**src/rtl/regfile_sb_param.sv**
```systemverilog
// Parametrised register file: one write port, two registered read ports with hold,
// and a busy scoreboard for RAW hazard detection. Optional macro: REGFILE_BYPASS_EN.
module regfile_sb_param #(
    parameter int unsigned DATA_W   = 32,
    parameter int unsigned ADDR_W   = 3,
    parameter int unsigned ZERO_REG = 0
) (
    input  logic              clk,
    input  logic              reset,
    input  logic              wr_en,
    input  logic [ADDR_W-1:0] wr_addr,
    input  logic [DATA_W-1:0] wr_data,
    input  logic              rd1_en,
    input  logic [ADDR_W-1:0] rd1_addr,
    output logic [DATA_W-1:0] rd1_data,
    output logic              rd1_busy,
    input  logic              rd2_en,
    input  logic [ADDR_W-1:0] rd2_addr,
    output logic [DATA_W-1:0] rd2_data,
    output logic              rd2_busy,
    input  logic              claim_en,
    input  logic [ADDR_W-1:0] claim_addr,
    output logic              claim_err,
    output logic [ADDR_W:0]   busy_cnt
);

    localparam int unsigned DEPTH = 1 << ADDR_W;
    localparam int unsigned CNT_W = ADDR_W + 1;

    logic [DATA_W-1:0] r_mem [DEPTH];
    logic [DEPTH-1:0]  r_busy;
    logic [DATA_W-1:0] r_rd1_data;
    logic [DATA_W-1:0] r_rd2_data;
    logic              r_rd1_busy;
    logic              r_rd2_busy;
    logic              r_claim_err;
    logic [CNT_W-1:0]  r_busy_cnt;

    logic              w_wr_ok;
    logic              w_claim_ok;
    logic              w_claim_err;
    logic [DEPTH-1:0]  w_busy_nxt;
    logic [CNT_W-1:0]  w_cnt_nxt;
    logic [DATA_W-1:0] w_rd1_data;
    logic [DATA_W-1:0] w_rd2_data;
    logic              w_rd1_busy;
    logic              w_rd2_busy;

    // Register 0 ignores writes and claims when hardwired to zero.
    assign w_wr_ok    = wr_en    && !((ZERO_REG != 0) && (wr_addr == '0));
    assign w_claim_ok = claim_en && !((ZERO_REG != 0) && (claim_addr == '0));
    assign w_claim_err = w_claim_ok && r_busy[claim_addr]
                         && !(w_wr_ok && (wr_addr == claim_addr));

    // Next busy vector: write clears, claim sets, claim wins on collision.
    always_comb begin
        w_busy_nxt = r_busy;
        if (w_wr_ok) begin
            w_busy_nxt[wr_addr] = 1'b0;
        end
        if (w_claim_ok) begin
            w_busy_nxt[claim_addr] = 1'b1;
        end
    end

    always_comb begin
        w_cnt_nxt = '0;
        for (int i = 0; i < DEPTH; i++) begin
            w_cnt_nxt = w_cnt_nxt + CNT_W'(w_busy_nxt[i]);
        end
    end

    always_comb begin
        w_rd1_data = r_mem[rd1_addr];
        w_rd1_busy = r_busy[rd1_addr];
`ifdef REGFILE_BYPASS_EN
        if (w_wr_ok && (wr_addr == rd1_addr)) begin
            w_rd1_data = wr_data;
            w_rd1_busy = w_busy_nxt[rd1_addr];
        end
`endif
        if ((ZERO_REG != 0) && (rd1_addr == '0)) begin
            w_rd1_data = '0;
            w_rd1_busy = 1'b0;
        end
    end

    always_comb begin
        w_rd2_data = r_mem[rd2_addr];
        w_rd2_busy = r_busy[rd2_addr];
`ifdef REGFILE_BYPASS_EN
        if (w_wr_ok && (wr_addr == rd2_addr)) begin
            w_rd2_data = wr_data;
            w_rd2_busy = w_busy_nxt[rd2_addr];
        end
`endif
        if ((ZERO_REG != 0) && (rd2_addr == '0)) begin
            w_rd2_data = '0;
            w_rd2_busy = 1'b0;
        end
    end

    always_ff @(posedge clk or negedge reset) begin
        if (!reset) begin
            for (int i = 0; i < DEPTH; i++) begin
                r_mem[i] <= '0;
            end
            r_busy      <= '0;
            r_rd1_data  <= '0;
            r_rd2_data  <= '0;
            r_rd1_busy  <= 1'b0;
            r_rd2_busy  <= 1'b0;
            r_claim_err <= 1'b0;
            r_busy_cnt  <= '0;
        end else begin
            if (w_wr_ok) begin
                r_mem[wr_addr] <= wr_data;
            end
            if (rd1_en) begin
                r_rd1_data <= w_rd1_data;
                r_rd1_busy <= w_rd1_busy;
            end
            if (rd2_en) begin
                r_rd2_data <= w_rd2_data;
                r_rd2_busy <= w_rd2_busy;
            end
            r_busy      <= w_busy_nxt;
            r_claim_err <= w_claim_err;
            r_busy_cnt  <= w_cnt_nxt;
        end
    end

    assign rd1_data  = r_rd1_data;
    assign rd1_busy  = r_rd1_busy;
    assign rd2_data  = r_rd2_data;
    assign rd2_busy  = r_rd2_busy;
    assign claim_err = r_claim_err;
    assign busy_cnt  = r_busy_cnt;

endmodule

```
**config.mk**
```make
export PLATFORM = sky130hd
export DESIGN_NAME = regfile_sb_param
export DESIGN_NICKNAME = d
export VERILOG_FILES = /design/src/rtl/regfile_sb_param.sv
export SDC_FILE = /design/constraint.sdc
export NUM_CORES = 1
export LEC_CHECK = 0
export ABC_AREA = 1
export CORE_AREA = 2 2 230 232
export CTS_CLUSTER_DIAMETER = 80
export DETAILED_ROUTE_END_ITERATION = 8
export DIE_AREA = 0 0 232 234
export SETUP_SLACK_MARGIN = 0.4
export SYNTH_ARGS = -nofsm -noshare
export SYNTH_HDL_FRONTEND = slang
export SYNTH_SLANG_ARGS = --single-unit
```
**constraint.sdc**
```tcl
create_clock -name clk -period 4.2 [get_ports clk]
set_input_delay 0.84 -clock clk [delete_from_list [all_inputs] [get_ports clk]]
set_output_delay 0.84 -clock clk [all_outputs]
set_load 0.02 [all_outputs]
```
==> run_results.csv <==
group,metric,value,unit
run_status,outcome,"finished, final reports clean",
global_route,grt_antenna_before_repair,4,
min_path,hp-class,"in -> async",
yosys,synthDistinctLibCells,19,
global_route,grtUsageTotal,21.3,%
power,clockPowerShare,34.0,%
timing,setup_viol,0,
critical_path,startpoint_type,"input port",
yosys,ys_seq_area_share,46.5,%
timing,max_freq,282,MHz
floorplanning,core-area,52000,um2
cts,cts_tree,"built",
floorplanning,ios,121,
yosys,synth_seq_cells,335,
place,gp_congestion,0.798,
floorplanning,num_rows,84,
drt,first_pass_iters,6,
place,hpwl,31100,um
critical_path,cp_max_fo,3,
cts,cts-root-buf,"clkbuf_16",
cts,cts.htree.levels,2,
global_route,grt_pass1_vias,16500,
floorplanning,die-height,234,um
yosys,synth.cell_area,18000,um2
drt,routedWlPerCell,18.0,um
critical_path,arrival,3.98,ns
drt,drc_errors,0,
yosys,syn_inst,2527,
flow_run,timing.max_cap.violations,0,
cts,cts_sinks,335,
place,io_buffers,120,
yosys,synth_nets,2584,
yosys,synth_area_per_cell,7.14,um2
drt,vias,16800,
final_layout,num-fill-cells,5255,
power,p_int,6.79,mW
timing,skew,0.00837,ns
floorplanning,fp.dieW,232,um
global_route,grt_max_degree,91,
final_layout,drive_above_1_share,5.36,%
final_layout,fin_nets,2585,
power,pwr-share-seq,40.9,%
cts,hold_buffers,0,
floorplanning,initial_core_util,34.7,%
power,cellPowerDensity,481,nW/um2
yosys,yosysWarningCount,0,
cts,clk_pin_slew,0.05,ns
final_layout,multi_input_area,7520,um2
power,p_comb_share,25.1,%
final_layout,stdcell_area,20700,um2
timing,tightest_slew,1.15,ns
power,switching_power,3.18,mW
drt,drtAntennaViolNets,0,
drt,viasPerCell,5.19,
global_route,grt_overflow,0,
place,placed_area,19400,um2
drt,drt-initial-drc-count,1668,
power,swShare,31.9,%
timing,rsz0062_at_grt,"no",
power,peakVddDrop,260,uV
critical_path,ff2ff_path_depth,13,
final_layout,layout_common_cells,"nand2_1, nand3_1, dfrtp_1",
power,p_leak,10.1,nW
final_layout,final_common_cell,"nand2_1",
critical_path,crit_path_end_kind,"flop",
critical_path,path_class,"in -> reg",
cts,clk_latency,0.54,ns
cts,numCtsBuffers,38,
global_route,grt_pass1_wl,90900,um
place,dp.cells,3174,
final_layout,post-route-util,39.8,%
floorplanning,die_area,54300,um2
timing,finalHoldViolCount,0,
final_layout,final_cells,3245,
final_layout,regArea,8380,um2
timing,slew_headroom,23.5,%
critical_path,worstPathRequired,4.63,ns
drt,finalWirelength,58300,um
timing,fin_crit_sh,84.5,%
power,finalPower,9.96,mW
timing,fin_crit,3.55,ns
timing,slew_viol_final,0,
cts,clock_path_buffers,3,
final_layout,areaGrowthSynthToFinish,15.0,%
[Yosys cell counts]
| library cell | instances | share of area [%] |
|---|---|---|
| nand2_1 | 942 | 20 |
| xnor2_1 | 1 | 0.049 |
| inv_1 | 288 | 6.0 |
| inv_4 | 2 | 0.069 |
| buf_2 | 103 | 2.9 |
| inv_2 | 2 | 0.042 |
| ha_1 | 3 | 0.21 |
| buf_4 | 27 | 1.1 |
| o22ai_1 | 8 | 0.28 |
| fa_1 | 4 | 0.44 |
| nor2_1 | 13 | 0.27 |
| o21ai_1 | 30 | 0.83 |
| clkbuf_1 | 36 | 0.75 |
| o211ai_1 | 4 | 0.17 |
| buf_6 | 20 | 1.2 |
| o21ai_0 | 227 | 6.3 |
| nand3_1 | 465 | 13 |
| buf_1 | 17 | 0.35 |
| dfrtp_1 | 335 | 46 |
[metal layers]
layer	up-vias	routed length, um	GRT usage, %
met4	4	1990	8.51
met5	-	22	0
met1	7955	24900	28.0
met2	794	26500	34.5
met3	175	4890	4.18
li1	7905	-	-
[through the flow]
stage,setup WS (ns),TNS [ns],hold WS [ns]
floorplan,0.425,0,0.498
finish,0.650,0,0.262
global route,0.473,0,0.346
global placement,-0.190,-0.368,0.464
CTS,0.415,0,0.322
detailed placement,-0.252,-0.494,0.465
[critical path, cell delays in order]
cell	delay (ns)
dlymetal6s2s_1	0.15
nor2_2	0.15
nand2_2	0.11
o22ai_4	0.22
inv_2	0.06
fa_1	0.53
inv_1	0.05
fa_1	0.50
inv_1	0.05
fa_1	0.45
inv_1	0.07
ha_1	0.16
inv_1	0.06
fa_2	0.53
inv_1	0.04
[flip-flops by register name (all words and copies together), names as in the netlist]
| name | cells |
|---|---|
| r_mem | 256 |
| rd1_data | 32 |
| rd2_data | 32 |
| r_busy | 8 |
| busy_cnt | 4 |
| claim_err | 1 |
| rd1_busy | 1 |
| rd2_busy | 1 |
[cell type report]
class | count | share of cell area (%)
Timing Repair Buffer | 164 | 7.76
Sequential cell | 335 | 40.4
Tap cell | 688 | 4.15
Antenna cell | 2 | 0.0241
Clock buffer | 60 | 5.63
Inverter | 292 | 5.31
Clock inverter | 7 | 0.429
Multi-Input combinational cell | 1697 | 36.3
[cells by family (layout without fill, tap and decap cells)]
logic type	after synthesis	in the layout	share of synthesized area, %
other	0	2	0
flip-flops	335	335	46.5
buffers and inverters	495	523	12.4
adder cells (fa/ha/maj)	7	7	0.652
AND/OR/NAND/NOR	1420	1420	32.8
XOR/XNOR	1	1	0.0486
AO/OA/AOI/OAI	269	269	7.58
[power groups by stage]
stage	combinational [mW]	sequential, mW	clock, mW
floorplan	1.53	4.22	0
global placement	2.38	4.12	0
detailed placement	2.46	4.13	0
CTS	2.48	4.08	3.46
global route	2.83	4.14	3.58
finish	2.50	4.07	3.39
[worst paths after layout]
kind / start / end / slack [ns]
setup / recovery: claim_addr[1] / busy_cnt[1] / 0.65
hold / removal: reset / r_busy[0] / 0.26
setup reg to reg: r_busy[0] / busy_cnt[1] / 0.97
hold reg to reg: rd2_data[10] / rd2_data[10] / 0.47
max in group asynchronous: reset / rd2_data[12] / 2.86
min in group clk: rd2_data[10] / rd2_data[10] / 0.47
[timing repair]
item	CTS	global route
gates resized for setup	4	18
pin swaps	0	5
buffers inserted	0	2
endpoints found under the setup margin	2	2
No activity file was read; power rests on OpenSTA's default activity.
